`config.mk`:
```
export PLATFORM = sky130hd
export DESIGN_NAME = adder_measure_ctrl
export DESIGN_NICKNAME = d
export VERILOG_FILES = /design/src/rtl/adder_meas_pkg.sv /design/src/rtl/meas_down_counter.sv /design/src/rtl/adder_measure_ctrl.sv
export SDC_FILE = /design/constraint.sdc
export NUM_CORES = 1
export LEC_CHECK = 0
export ABC_AREA = 1
export BUFFER_PORTS_ARGS = -buffer_cell sky130_fd_sc_hd__buf_4
export CAP_MARGIN = 20
export CORE_UTILIZATION = 53
export DETAILED_ROUTE_END_ITERATION = 8
export PLACE_DENSITY_LB_ADDON = 0.12
export SKIP_CTS_REPAIR_TIMING = 1
export SYNTH_ARGS = -nofsm -noshare
export SYNTH_HDL_FRONTEND = slang
export SYNTH_SLANG_ARGS = --single-unit
```
`constraint.sdc`:
```
create_clock -name wb_clk_i -period 5.9 [get_ports wb_clk_i]
set_input_delay 0 -clock wb_clk_i [delete_from_list [all_inputs] [get_ports wb_clk_i]]
set_output_delay 0 -clock wb_clk_i [all_outputs]
set_load 0.005 [all_outputs]
```
`src/rtl/adder_meas_pkg.sv`:
```
// Shared FSM state type and default widths for the adder delay measurement controller.
package adder_meas_pkg;

    localparam int SETTLE_W_DEF      = 8;
    localparam int RUN_W_DEF         = 16;
    localparam int FREEZE_CYCLES_DEF = 2;

    typedef enum logic [2:0] {
        IDLE,
        CLEAR,
        SETTLE,
        RUN,
        FREEZE,
        CAPTURE,
        DONE
    } meas_state_t;

    function automatic int max_int(input int x, input int y);
        return (x > y) ? x : y;
    endfunction

endpackage

```
`src/rtl/meas_down_counter.sv`:
```
// Loadable down counter with a zero flag; it saturates at zero instead of wrapping.
module meas_down_counter #(
    parameter int W = 16
) (
    input  logic         clk,
    input  logic         rst,
    input  logic         load,
    input  logic         en,
    input  logic [W-1:0] load_val,
    output logic         zero
);

    logic [W-1:0] count;

    always_ff @(posedge clk or posedge rst) begin
        if (rst) begin
            count <= '0;
        end else if (load) begin
            count <= load_val;
        end else if (en && (count != '0)) begin
            count <= count - W'(1);
        end
    end

    assign zero = (count == '0);

endmodule

```
`src/rtl/adder_measure_ctrl.sv`:
```
// Sequences one ring-oscillator delay measurement of an adder: clear, settle, run, freeze,
// then capture the ring count and the adder sum, checking the sum against the operands.
module adder_measure_ctrl
    import adder_meas_pkg::*;
#(
    parameter int SETTLE_W      = SETTLE_W_DEF,
    parameter int RUN_W         = RUN_W_DEF,
    parameter int FREEZE_CYCLES = FREEZE_CYCLES_DEF
) (
    input  logic                wb_clk_i,
    input  logic                wb_rst_i,
    input  logic                start,
    input  logic                abort,
    input  logic [31:0]         a_in,
    input  logic [31:0]         b_in,
    input  logic [SETTLE_W-1:0] settle_cycles,
    input  logic [RUN_W-1:0]    run_cycles,
    input  logic [31:0]         ring_count_i,
    input  logic [31:0]         sum_i,
    output logic [31:0]         a_out,
    output logic [31:0]         b_out,
    output logic                ring_en,
    output logic                count_clr,
    output logic                busy,
    output logic                done,
    output logic [31:0]         count_o,
    output logic [31:0]         sum_o,
    output logic                sum_ok
);

    localparam int CNT_W = max_int(max_int(SETTLE_W, RUN_W), $clog2(FREEZE_CYCLES + 1));

    meas_state_t          state, state_nxt;
    logic [31:0]          a_q, b_q;
    logic [SETTLE_W-1:0]  settle_q;
    logic [RUN_W-1:0]     run_q;
    logic                 latch;
    logic                 cnt_load, cnt_en, cnt_zero;
    logic [CNT_W-1:0]     cnt_val;
    logic [CNT_W-1:0]     settle_load, run_load, freeze_load;

    assign latch       = (state == IDLE) && start && !abort;
    // Each timed phase is loaded with N-1 and leaves when the counter reads zero.
    assign settle_load = CNT_W'(settle_q) - CNT_W'(1);
    assign run_load    = CNT_W'(run_q) - CNT_W'(1);
    assign freeze_load = CNT_W'(FREEZE_CYCLES - 1);
    assign cnt_en      = (state == SETTLE) || (state == RUN) || (state == FREEZE);

    meas_down_counter #(.W(CNT_W)) u_counter (
        .clk      (wb_clk_i),
        .rst      (wb_rst_i),
        .load     (cnt_load),
        .en       (cnt_en),
        .load_val (cnt_val),
        .zero     (cnt_zero)
    );

    always_ff @(posedge wb_clk_i or posedge wb_rst_i) begin
        if (wb_rst_i) begin
            state <= IDLE;
        end else begin
            state <= state_nxt;
        end
    end

    always_comb begin
        state_nxt = state;
        cnt_load  = 1'b0;
        cnt_val   = '0;
        case (state)
            IDLE: begin
                if (latch) state_nxt = CLEAR;
            end
            CLEAR: begin
                cnt_load = 1'b1;
                if (settle_q != '0) begin
                    state_nxt = SETTLE;
                    cnt_val   = settle_load;
                end else if (run_q != '0) begin
                    state_nxt = RUN;
                    cnt_val   = run_load;
                end else begin
                    state_nxt = FREEZE;
                    cnt_val   = freeze_load;
                end
            end
            SETTLE: begin
                if (cnt_zero) begin
                    cnt_load = 1'b1;
                    if (run_q != '0) begin
                        state_nxt = RUN;
                        cnt_val   = run_load;
                    end else begin
                        state_nxt = FREEZE;
                        cnt_val   = freeze_load;
                    end
                end
            end
            RUN: begin
                if (cnt_zero) begin
                    state_nxt = FREEZE;
                    cnt_load  = 1'b1;
                    cnt_val   = freeze_load;
                end
            end
            FREEZE: begin
                if (cnt_zero) state_nxt = CAPTURE;
            end
            CAPTURE: state_nxt = DONE;
            DONE:    state_nxt = IDLE;
            default: state_nxt = IDLE;
        endcase
        if (abort && (state != IDLE)) begin
            state_nxt = IDLE;
            cnt_load  = 1'b0;
        end
    end

    always_comb begin
        ring_en   = (state == RUN);
        count_clr = (state == CLEAR);
        busy      = (state != IDLE);
        done      = (state == DONE);
    end

    always_ff @(posedge wb_clk_i or posedge wb_rst_i) begin
        if (wb_rst_i) begin
            a_q      <= '0;
            b_q      <= '0;
            settle_q <= '0;
            run_q    <= '0;
        end else if (latch) begin
            a_q      <= a_in;
            b_q      <= b_in;
            settle_q <= settle_cycles;
            run_q    <= run_cycles;
        end
    end

    // An abort landing on CAPTURE leaves the previous results untouched.
    always_ff @(posedge wb_clk_i or posedge wb_rst_i) begin
        if (wb_rst_i) begin
            count_o <= '0;
            sum_o   <= '0;
            sum_ok  <= 1'b0;
        end else if ((state == CAPTURE) && !abort) begin
            count_o <= ring_count_i;
            sum_o   <= sum_i;
            sum_ok  <= (sum_i == a_q + b_q);
        end
    end

    assign a_out = a_q;
    assign b_out = b_q;

endmodule

```
==> out/results.tsv, run 1 <==
stage	metric	value	unit
status	status	finished clean	
synth	netlist_top_cells_area	dfrtp_1, nand2_1, inv_1	
hold_path	hold_depth	4	
floorplanning	die_h	142	um
finish	final_common_cell	nand2_1	
timing	fin_crit_sh	0.565	
cts	clk_pin_slew	0.08	ns
synth	yosys_most_used_dff	dfrtp_1	
setup_path	worstPathMaxFanout	68	
placed_design	place.gp.congestion	0.919	
global_route	grt_max_degree	104	
global_route	grt_pass1_vias	9649	
hold_path	min_from	b_in[15]	
finish	fillers	1378	
global_route	grt_pass1_wl	46900	um
cts	cts_tree	yes	
floorplanning	fp.dieArea	20300	um2
routing	wl_per_cell	15.8	um
synth	yosysWarnings	0	
floorplanning	die_w	142	um
global_route	grt_overflow	0	
hold_path	whs_endpoint	b_out[15]$_DFFE_PP0P_	
finish	diodes	0	
routing	drt_iter0_drc	778	
setup_path	crit_arrival	3.63	ns
synth	synth_top_area_frac	0.411	
finish	layout_common_cells	nand2_1, buf_4, dfrtp_1	
setup_path	cp-end-kind	flip-flop	
finish	final_util	0.774	
placed_design	port_buffers	288	
power_and_ir_drop	power_density	512	nW/um2
routing	wirelength	33700	um
synth	synthesis.area	10500	um2
timing	fin_setup_tns	0	ns
setup_path	r2r_end	settle_q[2]$_DFFE_PP0P_	
power_and_ir_drop	p_seq_frac	0.282	
timing	fmax	0.300	GHz
power_and_ir_drop	p_switching	3.56	mW
cts	clkSinkCount	172	
power_and_ir_drop	ir_drop	0.000255	V
finish	final-seq-area	4300	um2
power_and_ir_drop	cell_internal_pwr	4.12	mW
finish	nets	2044	
timing	rsz0062_at_grt	false	
timing	final.min_clock_period	3.33	ns
synth	synth_cell_type_count	43	
setup_path	r2r-start	state[2]$_DFFE_PP0P_	
setup_path	start_kind	flip-flop	
synth	ys_ff_latch	172	
floorplanning	core-area	19400	um2
cts	cts-root-buf	clkbuf_16	
synth	synth-edff-count	0	
routing	drc	0	
setup_path	regToRegSetupSlack	2.57	ns
setup_path	critPathRequiredTime	6.20	ns
routing	viasPerCell	5.17	
hold_path	hold_class	in -> reg	
setup_path	critPathKind	reg -> reg	
global_route	antenna_found_initial	0	
timing	setup_violations	0	
synth	synthesis.nets	1609	
cts	clock_path_buffers	2	
routing	drt-pass1-iter-count	8	
power_and_ir_drop	leakage	8.15	nW
synth	avgSynthCellArea	7.39	um2
floorplanning	io_pins	289	
cts	h-tree-depth	4	
timing	hold_violations	0	
placed_design	detailed_place_hpwl	22600	um
timing	slew_headroom	0.333	
routing	num_vias	11000	
cts	cts_buffers	17	
floorplanning	rows	51	
synth	synth-seq-area-share	0.411	
synth	synth_cells	1416	
setup_path	r2r_cells	9	
synth	synth_top_cell_by_area	dfrtp_1	
timing	worst_pin_slew	1.00	ns
run	cap_violations	0	
routing	postRouteAntennaNets	0	
synth	async_flop_share	1.00	
power_and_ir_drop	clkPwrFrac	0.149	
finish	drive_gt1_frac	0.214	
global_route	grtUsageTotal	0.296	
timing	slew_violations	0	
power_and_ir_drop	pwr-share-comb	0.569	
timing	finClkSkew	0.0181	ns
power_and_ir_drop	switching_share	0.463	
floorplanning	start_util	0.539	
cts	insertion_delay	0.45	ns
finish	multiInputGateArea	5380	um2
finish	area_growth_syn_to_layout	43.5	%
[flip-flops by register name, summed over array words and instances, names as in the netlist]
register         cells
sum_ok               1
u_counter.count     16
state                3
settle_q             8
sum_o               32
a_out               32
run_q               16
b_out               32
count_o             32
[worst max-delay path: stages (launching register included)]
cell and delay (ns):
dfrtp_1 0.45, inv_1 0.12, nand2_1 0.13, inv_1 0.08, nand3_2 0.06, buf_4 0.61, clkinv_2 0.82, buf_4 0.59
nand2_1 0.13, o21ai_0 0.09
[routing by layer]
| metal | up-vias | wire [um] | global-route usage |
|---|---|---|---|
| li1 | 5350 | - | - |
| met1 | 5110 | 14200 | 0.393 |
| met2 | 475 | 16400 | 0.489 |
| met3 | 67 | 2350 | 0.0596 |
| met4 | 0 | 788 | 0.0815 |
| met5 | - | 0 | 0 |
[layout make-up]
type / instances / area share
multi-input combinational: 1040 / 0.358
timing repair buffer: 446 / 0.249
clock inverter: 15 / 0.0113
tap: 265 / 0.0221
inverter: 174 / 0.0443
sequential: 172 / 0.287
clock buffer: 17 / 0.0283
[metrics by stage]
step                worst slack [ns]  area (um2)  cells  power (mW)  hold slack [ns]
global route                    2.31       15000   2129        8.31            0.301
detailed placement              2.67       12900   1943        6.31            0.198
CTS                             2.66       13500   1975        7.47           -0.259
floorplan                       1.24       10500   1416        4.81            0.110
finish                          2.57       15000   2129        7.68            0.292
global placement                2.81       12900   1943        6.22            0.194
[cell usage after synthesis, types with 3 or more instances]
master	number
o21ai_0	55
o22ai_1	3
nand3b_1	7
dfrtp_1	172
nand4_1	17
xor2_1	24
nand3_1	67
xnor2_1	21
nand2_1	546
and3_1	3
a31oi_1	7
nor2_4	4
nor2_1	114
inv_1	170
clkbuf_1	16
a21oi_1	35
nor4_1	3
nor3_1	13
mux2_2	56
a22oi_1	3
buf_2	12
o211ai_1	5
o21bai_1	4
ha_1	36
[logic make-up after synthesis]
group / synth area share
and+or+nand+nor: 0.305
buffers and inverters: 0.0759
DFF: 0.411
AOI/OAI and AO/OA: 0.0651
muxes: 0.0603
xor gates and xnor gates: 0.0377
adders and majority gates: 0.0450
[power groups by stage]
stage | sequential (mW) | combinational [mW] | clock, mW
3_5_place_dp | 2.15 | 4.16 | 0
3_3_place_gp | 2.14 | 4.09 | 0
2_1_floorplan | 2.09 | 2.73 | 0
5_1_grt | 2.22 | 4.89 | 1.19
4_1_cts | 2.14 | 4.19 | 1.15
6_report | 2.17 | 4.37 | 1.15
[worst max path at each step]
stage          cells after the start  slack, ns                      end                 start
5_1_grt                            9       2.31  settle_q[0]$_DFFE_PP0P_  state[2]$_DFFE_PP0P_
6_report                           9       2.57  settle_q[2]$_DFFE_PP0P_  state[2]$_DFFE_PP0P_
2_1_floorplan                      1       1.24     a_out[0]$_DFFE_PP0P_              wb_rst_i
4_1_cts                            9       2.66  settle_q[1]$_DFFE_PP0P_  state[2]$_DFFE_PP0P_
3_3_place_gp                       9       2.81  settle_q[4]$_DFFE_PP0P_  state[2]$_DFFE_PP0P_
3_5_place_dp                       9       2.67  settle_q[4]$_DFFE_PP0P_  state[2]$_DFFE_PP0P_
Power figures use the tool's default switching activity.
==> run 2, diff against run 1 <==
CORE_UTILIZATION = 48   (was 53)
clock period = 3 ns   (was 5.9 ns; I/O delays follow)
==> out/results.tsv, run 2 (synthesis results as in run 1) <==
stage	metric	value	unit	change
setup_path	critPathRequiredTime	3.38	ns	-2.82 ns
power_and_ir_drop	finalPower	15.1	mW	+96%
floorplanning	start_util	0.493		-0.0463
timing	slew_headroom	0.643		+0.310
global_route	grt_pass1_vias	9830		+1.9%
floorplanning	die_w	150	um	+5.0%
setup_path	crit_top_cell	nand2_1		
power_and_ir_drop	ir_drop	0.000528	V	+110%
routing	num_vias	10800		-1.5%
routing	wirelength	32900	um	-2.4%
placed_design	place.gp.congestion	0.953		+3.6%
routing	drt-pass1-iter-count	5		-3
global_route	grtUsageTotal	0.276		-0.0194
finish	final_common_cell	nand2_1		
finish	nets	2050		+0.29%
timing	fmax	0.408	GHz	+36%
floorplanning	die_h	150	um	+5.0%
global_route	grt_max_degree	78		-25%
cts	clkSinkCount	172		unchanged
floorplanning	io_pins	289		unchanged
routing	drt_iter0_drc	626		-20%
routing	wl_per_cell	15.3	um	-3.2%
setup_path	r2r_end	sum_ok$_DFFE_PP0P_		
setup_path	crit_slowest_cell	fa_1		
timing	fin_setup_tns	0	ns	unchanged
setup_path	crit_arrival	2.83	ns	-0.80 ns
timing	hold_violations	0		unchanged
timing	finClkSkew	0.0130	ns	-0.00512 ns
timing	final.min_clock_period	2.45	ns	-0.881 ns
global_route	antenna_found_initial	1		+1
placed_design	placement.setup.worst_slack	0.609	ns	-2.06 ns
timing	hold_slack	0.141	ns	-0.150 ns
floorplanning	core-area	21200	um2	+9.4%
cts	cts_buffers	17		unchanged
placed_design	place_inst	1958		+0.77%
hold_path	min_from	start		
cts	insertion_delay	0.44	ns	about the same
finish	drive_gt1_frac	0.217		+0.00252
setup_path	cp-end-kind	flip-flop		
hold_path	hold_depth	6		+2
power_and_ir_drop	leakage	8.20	nW	+0.65%
floorplanning	fp.dieArea	22400	um2	+10%
cts	h-tree-depth	4		unchanged
routing	postRouteAntennaNets	0		unchanged
timing	slew_violations	0		unchanged
finish	area_growth_syn_to_layout	44.9	%	
hold_path	hold_class	in -> reg		
timing	fin_ws	0.548	ns	-2.02 ns
setup_path	regToRegSetupSlack	0.55	ns	-2.02 ns
setup_path	critPathKind	reg -> reg		
placed_design	placed_cell_area	13000	um2	+0.77%
finish	fin_area	15200	um2	+0.96%
finish	layout.cells.non_filler	2146		+0.80%
setup_path	start_kind	flip-flop		
timing	fin_crit_sh	0.817		+0.252
cts	clock_path_buffers	2		unchanged
routing	viasPerCell	5.05		-2.2%
power_and_ir_drop	power_density	996	nW/um2	+95%
finish	layout_common_cells	nand2_1, buf_4, dfrtp_1		
status	status	finished clean		
hold_path	whs_endpoint	state[1]$_DFFE_PP0P_		
global_route	grt_overflow	0		unchanged
timing	setup_violations	0		unchanged
setup_path	r2r-start	a_out[0]$_DFFE_PP0P_		
timing	worst_pin_slew	0.531	ns	-0.469 ns
setup_path	cp_cell_sequence	ha_1 > fa_1 > nand3_1 > nand3_1 > nand3_1 > nand3_1 > nand2_1 > nand2_1 > nand2_1 > nand2_1 > nand2_1 > nand2_1 > nor2_1 > nand2_1 > nor2_1 > nand2_1 > nand2_1		
cts	cts-root-buf	clkbuf_16		
placed_design	detailed_place_hpwl	23800	um	+5.1%
cts	clk_pin_slew	0.08	ns	about the same
setup_path	r2r_cells	17		+8
routing	drc	0		unchanged
setup_path	worstPathMaxFanout	4		-94%
finish	final_util	0.714		-0.0596
global_route	grt_pass1_wl	48500	um	+3.6%
timing	rsz0062_at_grt	false		
setup_path	cpPeakStageDelay	0.44	ns	-0.38 ns
cts	cts_tree	yes		
placed_design	port_buffers	288		unchanged
run	cap_violations	0		unchanged
floorplanning	rows	53		+3.9%
==> run 2: final cells by class <==
type                    count  area, um2
fillers                  1742       6070
multi-input cells        1040       5380
flip-flops and latches    172       4300
repair buffers            452       3840
inverters                 174        664
clock buffers              17        425
well taps                 275        344
clock inverters            15        191
diodes                      1       2.50
==> run 2: how the worst max path moves through the flow <==
stage | from | end | cells past startpoint | slack (ns)
5_1_grt | a_out[0]$_DFFE_PP0P_ | sum_ok$_DFFE_PP0P_ | 17 | 0.32
3_3_place_gp | b_out[20]$_DFFE_PP0P_ | sum_ok$_DFFE_PP0P_ | 11 | 0.64
6_report | a_out[0]$_DFFE_PP0P_ | sum_ok$_DFFE_PP0P_ | 17 | 0.55
4_1_cts | a_out[0]$_DFFE_PP0P_ | sum_ok$_DFFE_PP0P_ | 17 | 0.58
2_1_floorplan | wb_rst_i | a_out[0]$_DFFE_PP0P_ | 1 | 0.80
3_5_place_dp | a_out[0]$_DFFE_PP0P_ | sum_ok$_DFFE_PP0P_ | 17 | 0.61
==> run 2: power breakdown <==
group	switching [mW]	internal (mW)	total, mW	leakage (nW)
Clock	1.16	1.14	2.30	0.298
Sequential	0.823	3.36	4.18	2.20
Combinational	4.97	3.65	8.61	5.71
==> run 2: worst max-delay path, delay by kind of cell (launching register included) <==
kind	cells	cell delay (ns)
DFF	1	0.40
and+or+nand+nor	15	1.31
adders and majority gates	2	0.69
==> run 2: metal layers <==
layer | wire [um] | track usage | vias to the layer above
li1 | - | - | 5372
met1 | 14500 | 0.378 | 5058
met2 | 15600 | 0.443 | 360
met3 | 2150 | 0.0540 | 51
met4 | 654 | 0.0765 | 0
met5 | 0 | 0 | -
==> run 3, diff against run 2 <==
clock period = 2.1 ns   (was 3 ns; I/O delays follow)
==> out/results.tsv, run 3 (synthesis results as in run 1) <==
stage	metric	value	unit	change
status	status	finished, violations left		
status	violations	negative setup slack		
global_route	busiest_layer	met2		
timing	fmax	0.434	GHz	+6.3%
floorplanning	fp.dieArea	22400	um2	unchanged
routing	postRouteAntennaNets	0		unchanged
placed_design	port_buffers	288		unchanged
setup_path	critPathKind	reg -> reg		
timing	slew_headroom	0.458		-0.185
routing	drt_iter0_drc	564		-9.9%
timing	finClkSkew	0.0199	ns	+0.00693 ns
placed_design	placed_cell_area	14000	um2	+7.8%
routing	viasPerCell	4.99		-1.3%
global_route	grt_pass1_vias	10200		+4.2%
hold_path	hold_class	in -> reg		
run	cap_violations	0		unchanged
global_route	grtUsageTotal	0.283		+0.00709
power_and_ir_drop	cell_internal_pwr	13.5	mW	+65%
floorplanning	io_pins	289		unchanged
cts	clock_path_buffers	2		unchanged
routing	wirelength	34500	um	+5.0%
finish	multiInputGateArea	5590	um2	+4.0%
setup_path	critPathRequiredTime	2.47	ns	-0.91 ns
cts	cts-root-buf	clkbuf_16		
timing	fin_crit_sh	1.10		+0.281
floorplanning	die_h	150	um	unchanged
timing	fin_setup_tns	-0.267	ns	-0.267 ns
power_and_ir_drop	switching_share	0.441		-0.0196
floorplanning	rows	53		unchanged
timing	hold_slack	0.135	ns	-0.00684 ns
cts	cts_tree	yes		
power_and_ir_drop	p_seq_frac	0.243		-0.034
timing	worst_pin_slew	0.812	ns	+0.281 ns
global_route	gr-usage-met3	0.0476		-0.00640
cts	clkSinkCount	172		unchanged
power_and_ir_drop	leakage	8.94	nW	+9.0%
placed_design	placement.setup.worst_slack	-0.188	ns	-0.797 ns
placed_design	place_inst	2088		+6.6%
global_route	grt_overflow	0		unchanged
finish	layout.cells.non_filler	2288		+6.6%
routing	wl_per_cell	15.1	um	-1.5%
power_and_ir_drop	pwr-share-comb	0.622		+0.051
timing	fin_ws	-0.206	ns	-0.755 ns
finish	final-seq-area	4310	um2	about the same
power_and_ir_drop	clkPwrFrac	0.135		-0.017
finish	final_common_cell	nand2_1		
power_and_ir_drop	ir_drop	0.000720	V	+36%
setup_path	cp-end-kind	flip-flop		
setup_path	crit_arrival	2.68	ns	-0.15 ns
routing	drt-pass1-iter-count	5		unchanged
floorplanning	core-area	21200	um2	unchanged
timing	hold_violations	0		unchanged
global_route	grt_max_degree	110		+41%
finish	layout_common_cells	nand2_1, buf_4, dfrtp_1		
timing	slew_violations	0		unchanged
finish	area_growth_syn_to_layout	57.4	%	
power_and_ir_drop	power_density	1460	nW/um2	+47%
setup_path	start_kind	flip-flop		
routing	num_vias	11400		+5.3%
finish	fin_area	16500	um2	+8.7%
floorplanning	start_util	0.493		unchanged
finish	fillers	1543		-11%
power_and_ir_drop	finalPower	24.1	mW	+59%
cts	clk_pin_slew	0.08	ns	about the same
routing	drc	0		unchanged
setup_path	regToRegSetupSlack	-0.21	ns	-0.75 ns
global_route	grt_pass1_wl	49800	um	+2.7%
global_route	use_met1	0.365		-0.0129
cts	cts_buffers	17		unchanged
floorplanning	die_w	150	um	unchanged
timing	setup_violations	4		+4
timing	final.min_clock_period	2.31	ns	-0.145 ns
timing	rsz0062_at_grt	true		
finish	nets	2192		+6.9%
placed_design	place.gp.congestion	0.934		-2.0%
setup_path	worstPathMaxFanout	2		-2
global_route	use_met2	0.485		+0.0419
placed_design	detailed_place_hpwl	24300	um	+2.3%
cts	insertion_delay	0.44	ns	about the same
power_and_ir_drop	p_switching	10.6	mW	+53%
finish	final_util	0.776		+0.0619
global_route	antenna_found_initial	1		unchanged
cts	h-tree-depth	4		unchanged
finish	drive_gt1_frac	0.299		+0.0826
==> run 3: layout make-up <==
cell class              instances  share of cell area
inverters                     174              0.0408
multi-input cells            1040               0.340
clock inverters                15              0.0116
well taps                     275              0.0209
flip-flops and latches        172               0.261
clock buffers                  17              0.0258
repair inverters                1            0.000304
diodes                          1            0.000152
repair buffers                593               0.299
==> run 3: worst paths after layout <==
check,from,to,cells after the start
min in group asynchronous,wb_rst_i,count_o[18]$_DFFE_PP0P_,3
max,a_out[0]$_DFFE_PP0P_,sum_ok$_DFFE_PP0P_,15
min,start,b_out[30]$_DFFE_PP0P_,5
min reg2reg,sum_o[31]$_DFFE_PP0P_,sum_o[31]$_DFFE_PP0P_,2
max in group asynchronous,wb_rst_i,settle_q[0]$_DFFE_PP0P_,4
max reg2reg,a_out[0]$_DFFE_PP0P_,sum_ok$_DFFE_PP0P_,15
==> run 3: metal layers <==
layer,wire length (um),vias up
met3,2100,64
met4,760,0
met5,0,-
met1,14600,5292
li1,-,5650
met2,17100,405
==> run 3: power by group through the flow <==
stage	registers (mW)	clock network [mW]	logic (mW)
5_1_grt	6.01	3.43	16.6
4_1_cts	5.78	3.32	14.1
3_3_place_gp	5.76	0	13.7
3_5_place_dp	5.82	0	13.9
2_1_floorplan	5.86	0	7.66
6_report	5.84	3.25	15.0
==> run 3: critical path: stages (launching register included) <==
cell,delay [ns]
dfrtp_1,0.39
ha_2,0.20
fa_2,0.56
xnor2_2,0.11
nand2_1,0.06
nor2_1,0.08
nand2_1,0.07
nor2_2,0.12
nand3_1,0.07
nor2_1,0.11
nand3_1,0.08
nor2_1,0.14
nand3_1,0.08
nor2_1,0.09
nand2_1,0.05
nand2_1,0.05
